==> config.mk <==
export PLATFORM = sky130hd
export DESIGN_NAME = pc_seq_ctrl
export DESIGN_NICKNAME = d
export VERILOG_FILES = /design/src/rtl/pc_seq_pkg.sv /design/src/rtl/pc_redir_buf.sv /design/src/rtl/pc_seq_ctrl.sv
export SDC_FILE = /design/constraint.sdc
export NUM_CORES = 1
export LEC_CHECK = 0
export CORE_ASPECT_RATIO = 2
export CORE_UTILIZATION = 47
export DETAILED_ROUTE_END_ITERATION = 12
export MAX_ROUTING_LAYER = met4
export PLACE_DENSITY = 0.95
export SETUP_SLACK_MARGIN = 0.1
export SYNTH_ARGS = -nofsm -noshare
export SYNTH_HDL_FRONTEND = slang
export SYNTH_SLANG_ARGS = --single-unit
export TNS_END_PERCENT = 1
==> constraint.sdc <==
create_clock -name clk -period 6.2 [get_ports clk]
set_input_delay 0.93 -clock clk [delete_from_list [all_inputs] [get_ports clk]]
set_output_delay 0.93 -clock clk [all_outputs]
set_load 0.1 [all_outputs]
==> src/rtl/pc_seq_pkg.sv <==
// Shared types and constants for the fetch-stage next-PC sequencer.
// State encoding, default reset/exception vectors, legal fetch window,
// the CP0 code for fetch address errors, and the fetch address check.
package pc_seq_pkg;

    typedef enum logic [1:0] {
        SEQ   = 2'd0,   // sequential fetch or direct redirect
        PEND  = 2'd1,   // redirect target held while fetch is stalled
        FLUSH = 2'd2    // one cycle after exception entry / ERET
    } pc_state_e;

    localparam logic [31:0] RESET_PC_DEF = 32'h0000_3000;
    localparam logic [31:0] EXC_PC_DEF   = 32'h0000_4180;
    localparam logic [31:0] IM_LO_DEF    = 32'h0000_3000;
    localparam logic [31:0] IM_HI_DEF    = 32'h0000_6ffc;

    // ExcCode reported to CP0 for an instruction fetch address error.
    localparam logic [4:0]  EXC_ADEL     = 5'd4;

    // True when a fetch address is misaligned or outside instruction memory.
    function automatic logic fetch_addr_bad(input logic [31:0] pc,
                                            input logic [31:0] lo,
                                            input logic [31:0] hi);
        return (pc[1:0] != 2'b00) || (pc < lo) || (pc > hi);
    endfunction

endpackage

==> src/rtl/pc_redir_buf.sv <==
// Holding register for a redirect target that arrived while fetch was stalled.
// Ports: clk, rst_n (async active-low), load_i (capture target_i),
//        clr_i (drop held target, wins over load_i), target_i, target_o (held target).
module pc_redir_buf
    import pc_seq_pkg::*;
(
    input  logic        clk,
    input  logic        rst_n,
    input  logic        load_i,
    input  logic        clr_i,
    input  logic [31:0] target_i,
    output logic [31:0] target_o
);

    logic [31:0] target_q;
    logic [31:0] target_d;

    always_comb begin
        target_d = target_q;
        if (clr_i) begin
            target_d = '0;
        end else if (load_i) begin
            target_d = target_i;
        end
    end

    always_ff @(posedge clk or negedge rst_n) begin
        if (!rst_n) begin
            target_q <= '0;
        end else begin
            target_q <= target_d;
        end
    end

    assign target_o = target_q;

endmodule

==> src/rtl/pc_seq_ctrl.sv <==
// Next-PC sequencer: selects exception entry, ERET return, buffered or live
// redirect, or PC+4, and drives the PC write enable and F/D flush.
// Ports: clk, reset (async active-low); stall_i, req_i, eret_i, epc_i,
//        redir_valid_i, redir_target_i, pc_i in; npc_o, pc_en_o, flush_o, pend_o, adel_o out.
// Optional macro PC_ALIGN_CHECK_EN enables the fetch address check on adel_o.
module pc_seq_ctrl
    import pc_seq_pkg::*;
#(
    parameter logic [31:0] RESET_PC = RESET_PC_DEF,
    parameter logic [31:0] EXC_PC   = EXC_PC_DEF,
    parameter logic [31:0] IM_LO    = IM_LO_DEF,
    parameter logic [31:0] IM_HI    = IM_HI_DEF
) (
    input  logic        clk,
    input  logic        reset,
    input  logic        stall_i,
    input  logic        req_i,
    input  logic        eret_i,
    input  logic [31:0] epc_i,
    input  logic        redir_valid_i,
    input  logic [31:0] redir_target_i,
    input  logic [31:0] pc_i,
    output logic [31:0] npc_o,
    output logic        pc_en_o,
    output logic        flush_o,
    output logic        pend_o,
    output logic        adel_o
);

    pc_state_e   state_q;
    pc_state_e   state_d;
    logic        buf_load;
    logic        buf_clr;
    logic [31:0] pend_target;
    logic        trap;

    assign trap = req_i | eret_i;

    pc_redir_buf u_redir_buf (
        .clk      (clk),
        .rst_n    (reset),
        .load_i   (buf_load),
        .clr_i    (buf_clr),
        .target_i (redir_target_i),
        .target_o (pend_target)
    );

    always_ff @(posedge clk or negedge reset) begin
        if (!reset) begin
            state_q <= SEQ;
        end else begin
            state_q <= state_d;
        end
    end

    always_comb begin
        state_d  = state_q;
        buf_load = 1'b0;
        buf_clr  = 1'b0;
        if (trap) begin
            // Exception entry / ERET kills any buffered redirect.
            state_d = FLUSH;
            buf_clr = 1'b1;
        end else begin
            case (state_q)
                SEQ: begin
                    // An unstalled redirect goes straight to the PC; only a stalled one is held.
                    if (redir_valid_i && stall_i) begin
                        state_d  = PEND;
                        buf_load = 1'b1;
                    end
                end
                PEND: begin
                    if (!stall_i) begin
                        state_d = SEQ;
                        buf_clr = 1'b1;
                    end else if (redir_valid_i) begin
                        // A younger resolved redirect replaces the held one.
                        buf_load = 1'b1;
                    end
                end
                FLUSH: begin
                    // Decode still holds the squashed instruction; its redirect is stale.
                    state_d = SEQ;
                end
                default: begin
                    state_d = SEQ;
                end
            endcase
        end
    end

    always_comb begin
        npc_o = pc_i + 32'd4;
        if (!reset) begin
            npc_o = RESET_PC;
        end else if (req_i) begin
            npc_o = EXC_PC;
        end else if (eret_i) begin
            npc_o = epc_i;
        end else if (state_q == PEND) begin
            npc_o = pend_target;
        end else if (redir_valid_i && (state_q != FLUSH)) begin
            npc_o = redir_target_i;
        end
    end

    assign pc_en_o = reset & (trap | ~stall_i);
    assign flush_o = reset & trap;
    assign pend_o  = (state_q == PEND);

`ifdef PC_ALIGN_CHECK_EN
    // Checks the PC already fetched, so a bad redirect target is flagged one step later.
    assign adel_o = reset & fetch_addr_bad(pc_i, IM_LO, IM_HI);
`else
    logic unused_im_window;
    assign unused_im_window = ^{IM_LO, IM_HI};
    assign adel_o = 1'b0;
`endif

endmodule

; ---- After elaboration in Yosys (flattened, before gate mapping)
; Cells that the tools add are included.
[classes]
n_mul = 0
order_cmp = 0
div = 0
n_bitwise = 5
n_eq_ne = 4
mux = 19
n_reduce_logical = 5
addsub = 1
n_shift = 0
[ops]
columns = cell, count
row1 = $mux 32, 7
row2 = $add 32x3->32 const B, 1
row3 = $mux 1, 7
row4 = $mux 2, 3
row5 = $pmux 2 s2, 1
row6 = $ne 3x2->1 const B, 1
row7 = $ne 3x3->1 const B, 1
row8 = $and 1x1->1, 2
row9 = $eq 2x1->1 const B, 1
row10 = $logic_and 1x1->1, 2
row11 = $logic_not 2->1, 1
row12 = $ne 2x2->1 const B, 1
row13 = $or 1x1->1, 2
row14 = $pmux 1 s2, 1
row15 = $reduce_and 2->1, 1
row16 = $reduce_bool 2->1, 1
row17 = $not 1->1, 1
[totals]
mem_bits_rw = 0
word_cells = 36
latchBits = 0
out_inout_bits = 36
n_memories = 0
reg_bits = 34
rom_bits = 0

; ---- Depth between registers and ports, before layout
; Gate-level depths: netlist of the first run.
[depth]
depth_word = 7
ltp_mapped = 8
mapped_depth_nobuf = 6

; ---- Modules after synthesis
; A second synthesis of the first run with hierarchy kept.
[hier_totals]
cells_unflattened = 429
area_unflattened_um2 = 3209.3
[by_module_without_submodules]
columns = mod, cells_per_inst, area_each_um2, seq_area_each_um2, instances
row1 = pc_seq_ctrl, 326, 1885.6, 50.0, 1
row2 = pc_redir_buf, 103, 1323.8, 800.8, 1

; ---- Least setup slack after synthesis of the first run
; OpenSTA, ideal clock, no wires.
[synth_timing]
path_type = input port to output port
from = in pc_i[2]
to = out npc_o[26]
t_arrival_ps = 4226
slack_ps = 1044
t_required_ps = 5270
n_path_buf = 1
stages = 7
cell_sequence = ha_1 -> nand3_1 -> or4_4 -> buf_6 -> nor2_1 -> xnor2_1 -> a21boi_0
[synth_via]
elab_chain_cells = 6
[synth_rtl]
columns = element, line
row1 = from (decl), pc_seq_ctrl.sv:22  ; input logic [31:0] pc_i,
row2 = $add 32x3->32, pc_seq_ctrl.sv:94  ; npc_o = pc_i + 32'd4;
row3 = $mux 32, pc_seq_ctrl.sv:103  ; end else if (redir_valid_i && (state_q != FLUSH)) begin
row4 = $mux 32, pc_seq_ctrl.sv:101  ; end else if (state_q == PEND) begin
row5 = $mux 32, pc_seq_ctrl.sv:99  ; end else if (eret_i) begin
row6 = $mux 32, pc_seq_ctrl.sv:97  ; end else if (req_i) begin
row7 = $mux 32, pc_seq_ctrl.sv:95  ; if (!reset) begin
row8 = to (decl), pc_seq_ctrl.sv:23  ; output logic [31:0] npc_o,
; No other way between the ends.

; ---- Worst setup path after layout of the first run
[layout_timing]
from = in redir_valid_i
to = out npc_o[1]
[layout_via]
elab_chain_cells = 6
[layout_rtl]
columns = element, line
row1 = from (decl), pc_seq_ctrl.sv:20  ; input logic redir_valid_i,
row2 = $logic_and 1x1->1, pc_seq_ctrl.sv:103
row3 = $mux 32, pc_seq_ctrl.sv:103
row4 = $mux 32, pc_seq_ctrl.sv:101
row5 = $mux 32, pc_seq_ctrl.sv:99
row6 = $mux 32, pc_seq_ctrl.sv:97
row7 = $mux 32, pc_seq_ctrl.sv:95
; No other way between the ends.

==> qor.yml, run 1 <==
status:
  status: "finished, final reports clean"
cts:
  hold_buffers: 0
  cts-root-buf: "clkbuf_16"
  post_cts_resized: 0
  ctsLongestPathBuffers: 2
  cts_max_level: 2
  cts_tree: "done"
  cts_buffers: 5
  clock_latency_ps: 280
  cts_setup_buffers: 0
  clkSinkCount: 34
  path_clk_slew_ps: 50
routing:
  vias: 4005
  drc: 0
  via_per_inst: 6.09
  wl_per_cell_um: 17.3
  drt-total-wl_um: 11400
  drtIter0Drc: 349
  ant_nets: 0
  first_pass_iters: 5
pwr:
  switchingPower_mw: 0.275
  switching_share_pct: 36.2
  seqPwrFrac_pct: 29.7
  total_power_mw: 0.761
  leakage_nw: 1.78
  peakVddDrop_mv: 0.163
  power_frac_comb_pct: 38.2
  intPower_mw: 0.486
  power_density_nw_per_um2: 166
  clkPwrFrac_pct: 32.1
layout:
  final_cell_mix: "108 x nand2_1, 108 x clkdlybuf4s50_1, 66 x a21oi_1"
  drive_gt1_share_pct: 10.4
  nets: 674
  fillers: 533
  final_cells: 658
  diodes: 0
  synthToLayoutAreaGrowth_pct: 44.3
place:
  dpl.cell_count: 652
  gp_congestion: 0.935
  pre_cts_ws_ps: 1300
  portBuffers: 136
  dp_hpwl_um: 8140
logic_synthesis:
  synth_seq_cells: 34
  seq_area_frac_synth_pct: 26.8
  synthCells: 460
  synth_nets: 563
  synth-edff-count: 0
  syn_area_um2: 3180
  avgSynthCellArea_um2: 6.91
  synthArstFlopShare_pct: 100
  synth_cell_type_count: 60
  synth_flop_cell: "dfrtp_1"
  synth_warnings: 0
worst_setup_path:
  critical_path_required_ps: 5270
  crit_start: "redir_valid_i"
  crit_type: "in -> out"
  critPathLaunchType: "input pin"
  path_max_fanout: 33
  critPathTopFamily: "buffers and inverters"
  crit_arrival_ps: 3980
  crit_path_top_delay_cell: "clkdlybuf4s50_1"
  cpPeakStageDelay_ps: 1150
  path_buf_inv: 2
  crit_chain: "clkdlybuf4s50_1 -> nand2_1 -> nand2_1 -> a311o_1 -> a21oi_1 -> clkdlybuf4s50_1"
  r2r-start: "state_q[1]$_DFFE_PN0P_"
  crit_path_end_kind: "output pin"
job:
  drv_cap: 0
timing:
  period_needed_ps: 4910
  maxSlewViolCount: 0
  finalHoldViolCount: 0
  max_freq_ghz: 0.204
  final.period_utilization_pct: 79.2
  finalClockSkew_ps: 1.91
  final-setup-viol-count: 0
  tightest_slew_ps: 1050
  grt_setup_unrepaired: "false"
  tns_ps: 0
  relSlewSlack_pct: 30.2
  layout_setup_ws_ps: 1290
min_path:
  hold_path_class: "reg -> reg"
  worstHoldStart: "state_q[1]$_DFFE_PN0P_"
floorplan:
  rows: 42
  fp.dieH_um: 118
  start_util_pct: 48.4
  core_area_um2: 6570
  die-area_um2: 7120
  die_w_um: 60.2
  ios: 138
global_routing:
  grt_pass1_vias: 3933
  grt_max_degree: 43
  overflow: 0
  grt_util_all_layers_pct: 34.2
  grt_first_pass_wirelength_um: 18300
  grt_antenna_before_repair: 0
-- worst register-to-register path, delay by kind of cell, from the launching register on --
kind	cells	cell delay, ps
buffers and inverters	2	600
and+or+nand+nor	1	170
DFF	1	410
AOI/OAI and AO/OA	2	260
-- layer usage --
metal  track usage (%)  up-vias  wire [um]
met5                 -        -          0
met4              21.1        0        745
met3              4.49       62        827
met2              54.6      270       5820
met1              38.9     1821       4010
li1                  -     1852          -
-- metrics by stage --
step | area (um2) | hold slack (ps) | util [%]
3_3_place_gp | 4450 | 494 | 67.8
4_1_cts | 4590 | 517 | 69.9
2_1_floorplan | 3180 | 459 | -
5_1_grt | 4590 | 535 | 69.9
6_report | 4590 | 513 | 69.9
3_5_place_dp | 4450 | 510 | 67.8
-- registers in the layout, indices dropped and copies added (netlist names) --
signal,cells
state_q,2
u_redir_buf.target_o,32
-- cell usage after synthesis, drive strengths merged (2+ instances only) --
cell type / number / share of area, %
xnor2: 12 / 3.3
and2: 5 / 0.98
or4: 4 / 1.1
nand2b: 5 / 0.98
o221ai: 2 / 0.55
o21ai: 33 / 5.2
a311o: 3 / 0.94
dfrtp: 34 / 27
nor2b: 2 / 0.39
and3: 5 / 0.98
nor4: 8 / 2.4
o221a: 2 / 0.71
or3: 3 / 0.63
xor2: 7 / 1.9
nand4: 6 / 1.4
o2bb2ai: 2 / 0.55
a311oi: 2 / 0.55
nand3: 16 / 2.9
and4: 3 / 0.87
a211oi: 6 / 1.7
o31ai: 3 / 0.71
o311a: 2 / 0.63
inv: 9 / 1.1
a41oi: 5 / 1.4
nor2: 27 / 3.2
a21o: 5 / 1.2
a21oi: 66 / 10
a31oi: 3 / 0.59
o211ai: 3 / 0.71
buf: 5 / 0.98
nand2: 108 / 13
o31a: 6 / 1.7
o21a: 4 / 0.94
clkbuf: 33 / 4.6
nor3: 11 / 1.7
-- power groups by stage --
stage                     clock network, mW  registers, mW  logic, mW
after floorplan                           0          0.229      0.169
after global placement                    0          0.229      0.285
after detailed placement                  0          0.229      0.288
after CTS                             0.243          0.226      0.289
after global routing                  0.251          0.226      0.306
final                                 0.244          0.226      0.291
-- final timing paths --
check,slack [ps],cells after the start,to
worst max-delay path,1290,6,npc_o[1]
worst min-delay path,510,1,state_q[0]$_DFFE_PN0P_
worst max register to register,4620,5,u_redir_buf.target_o[18]$_DFFE_PN0P_
worst min register to register,510,1,state_q[0]$_DFFE_PN0P_
max in group asynchronous,5120,2,u_redir_buf.target_o[20]$_DFFE_PN0P_
min in group asynchronous,720,2,u_redir_buf.target_o[29]$_DFFE_PN0P_
-- area by class of cell --
class	instances	area, um2	area share (%)
inverters	9	33.8	0.736
multi-input cells	378	2120	46.1
repair buffers	143	1340	29.2
clock buffers	6	139	3.03
flip-flops and latches	34	851	18.5
well taps	88	110	2.40
-- kinds of logic (layout without fill, tap and decap cells) --
| group | count (synthesis) | in the layout | share of synthesized area (%) |
|---|---|---|---|
| compound gates | 152 | 152 | 29.8 |
| buf+inv | 48 | 158 | 6.92 |
| other cells | 1 | 1 | 0.118 |
| flops | 34 | 34 | 26.8 |
| simple gates | 205 | 205 | 30.8 |
| xor+xnor | 19 | 19 | 5.23 |
| fa+ha+maj | 1 | 1 | 0.393 |
No activity file was read; power rests on OpenSTA's default activity.
==> inputs of run 2 (changes only) <==
--- a/config.mk
+++ b/config.mk
@@ -6,10 +6,10 @@
 export NUM_CORES = 1
 export LEC_CHECK = 0
 export CORE_ASPECT_RATIO = 2
-export CORE_UTILIZATION = 47
+export CORE_UTILIZATION = 39
 export DETAILED_ROUTE_END_ITERATION = 12
 export MAX_ROUTING_LAYER = met4
-export PLACE_DENSITY = 0.95
+export PLACE_DENSITY = 0.88
 export SETUP_SLACK_MARGIN = 0.1
 export SYNTH_ARGS = -nofsm -noshare
 export SYNTH_HDL_FRONTEND = slang
==> constraint.sdc (replaced) <==
create_clock -name clk -period 4.35 [get_ports clk]
set_input_delay 0.6525 -clock clk [delete_from_list [all_inputs] [get_ports clk]]
set_output_delay 0.6525 -clock clk [all_outputs]
set_load 0.1 [all_outputs]
==> qor.yml, run 2 (same netlist as run 1, synthesis figures left out) <==
cts:
  ctsLongestPathBuffers: 2
  cts_max_level: 2
  clkSinkCount: 34
  cts_tree: "done"
  hold_buffers: 0
  path_clk_slew_ps: 50
  clock_latency_ps: 270
  post_cts_resized: 0
  cts_setup_buffers: 0
  cts_buffers: 5
  cts-root-buf: "clkbuf_16"
place:
  gp_congestion: 0.950
  portBuffers: 136
  dp_hpwl_um: 9180
  pre_cts_ws_ps: 483
  postPlaceCellArea_um2: 4880
status:
  status: "finished, final reports clean"
min_path:
  hold_path_class: "in -> async"
layout:
  drive_gt1_share_pct: 12.3
  utilization_pct: 63.6
  final_cell_mix: "108 x nand2_1, 100 x clkdlybuf4s50_1, 66 x a21oi_1"
  synthToLayoutAreaGrowth_pct: 57.6
  largest_reg_flops: 32
  diodes: 0
  final_area_um2: 5010
  final_common_cell: "nand2_1"
  nets: 679
timing:
  final-setup-viol-count: 0
  tightest_slew_ps: 686
  final.period_utilization_pct: 89.8
  period_needed_ps: 3900
  finalHoldViolCount: 0
  grt_setup_unrepaired: "false"
  layout_setup_ws_ps: 445
  finalClockSkew_ps: 2.22
  relSlewSlack_pct: 54.3
  maxSlewViolCount: 0
  max_freq_ghz: 0.256
routing:
  first_pass_iters: 6
  ant_nets: 0
  wl_per_cell_um: 18.8
  drt-total-wl_um: 12600
  drc: 0
  vias: 4087
  drtIter0Drc: 446
  via_per_inst: 6.08
global_routing:
  overflow: 0
  grt_first_pass_wirelength_um: 19600
  grt_antenna_before_repair: 0
  grt_pass1_vias: 4197
  grt_max_degree: 36
  grt_util_all_layers_pct: 30.8
floorplan:
  die-area_um2: 8540
  fp.dieH_um: 130
  die_w_um: 65.9
  core_area_um2: 7890
  ios: 138
  rows: 46
  start_util_pct: 40.3
pwr:
  leakage_nw: 1.92
  power_density_nw_per_um2: 225
  peakVddDrop_mv: 0.162
worst_setup_path:
  crit_arrival_ps: 3250
  critPathLaunchType: "input pin"
  crit_type: "in -> out"
  path_max_fanout: 7
  crit_start: "pc_i[4]"
  critical_path_required_ps: 3700
  r2r-start: "state_q[1]$_DFFE_PN0P_"
  crit_path_end_kind: "output pin"
job:
  drv_cap: 0
run 2: cell types whose count changed in the layout (fill, tap and decap cells not counted), sizes merged:
cell and change:
clkbuf +1, buf +13, clkdlybuf4s50 -8
run 2: stage by stage:
step	std cells	TNS, ps	power (mW)	hold slack, ps
finish	672	0	1.13	321
global placement	665	0	0.784	489
global route	672	0	1.16	357
CTS	672	0	1.12	325
detailed placement	665	0	0.792	508
floorplan	460	-1080	0.567	357
run 2: final cells by class:
cell class                      instances  area [um2]
Clock buffer                            7         133
Fill cell                             640        2870
Inverter                                9        33.8
Multi-Input combinational cell        378        2120
Sequential cell                        34         851
Tap cell                               96         120
Timing Repair Buffer                  148        1760
run 2: critical path: stages:
cell and delay, ps:
clkdlybuf4s50_1 580, nand4_1 290, or4_1 660, nor4_1 320
o21ai_0 160, a41oi_1 370, buf_12 220
run 2: path summary, 6_finish.rpt:
check                                                  endpoint  slack [ps]  cells after the start
max                                                   npc_o[23]         450                      7
min                         u_redir_buf.target_o[5]$_DFFE_PN0P_         320                      1
max reg2reg                 u_redir_buf.target_o[9]$_DFFE_PN0P_        2740                      5
min reg2reg                              state_q[0]$_DFFE_PN0P_         510                      1
max in group asynchronous  u_redir_buf.target_o[30]$_DFFE_PN0P_        3350                      2
min in group clk                         state_q[0]$_DFFE_PN0P_         510                      1
run 2: layer usage:
metal  part of all wire [%]  up-vias  GRT usage, %
li1                       -     1865             -
met1                     35     1874          33.4
met2                     52      279          51.7
met3                    7.1       69          3.23
met4                    5.8        0          20.3
met5                      0        -             -
run 2: power breakdown:
| group | switching, mW | internal (mW) |
|---|---|---|
| registers | 0.00203 | 0.319 |
| clock network | 0.124 | 0.209 |
| logic | 0.277 | 0.194 |
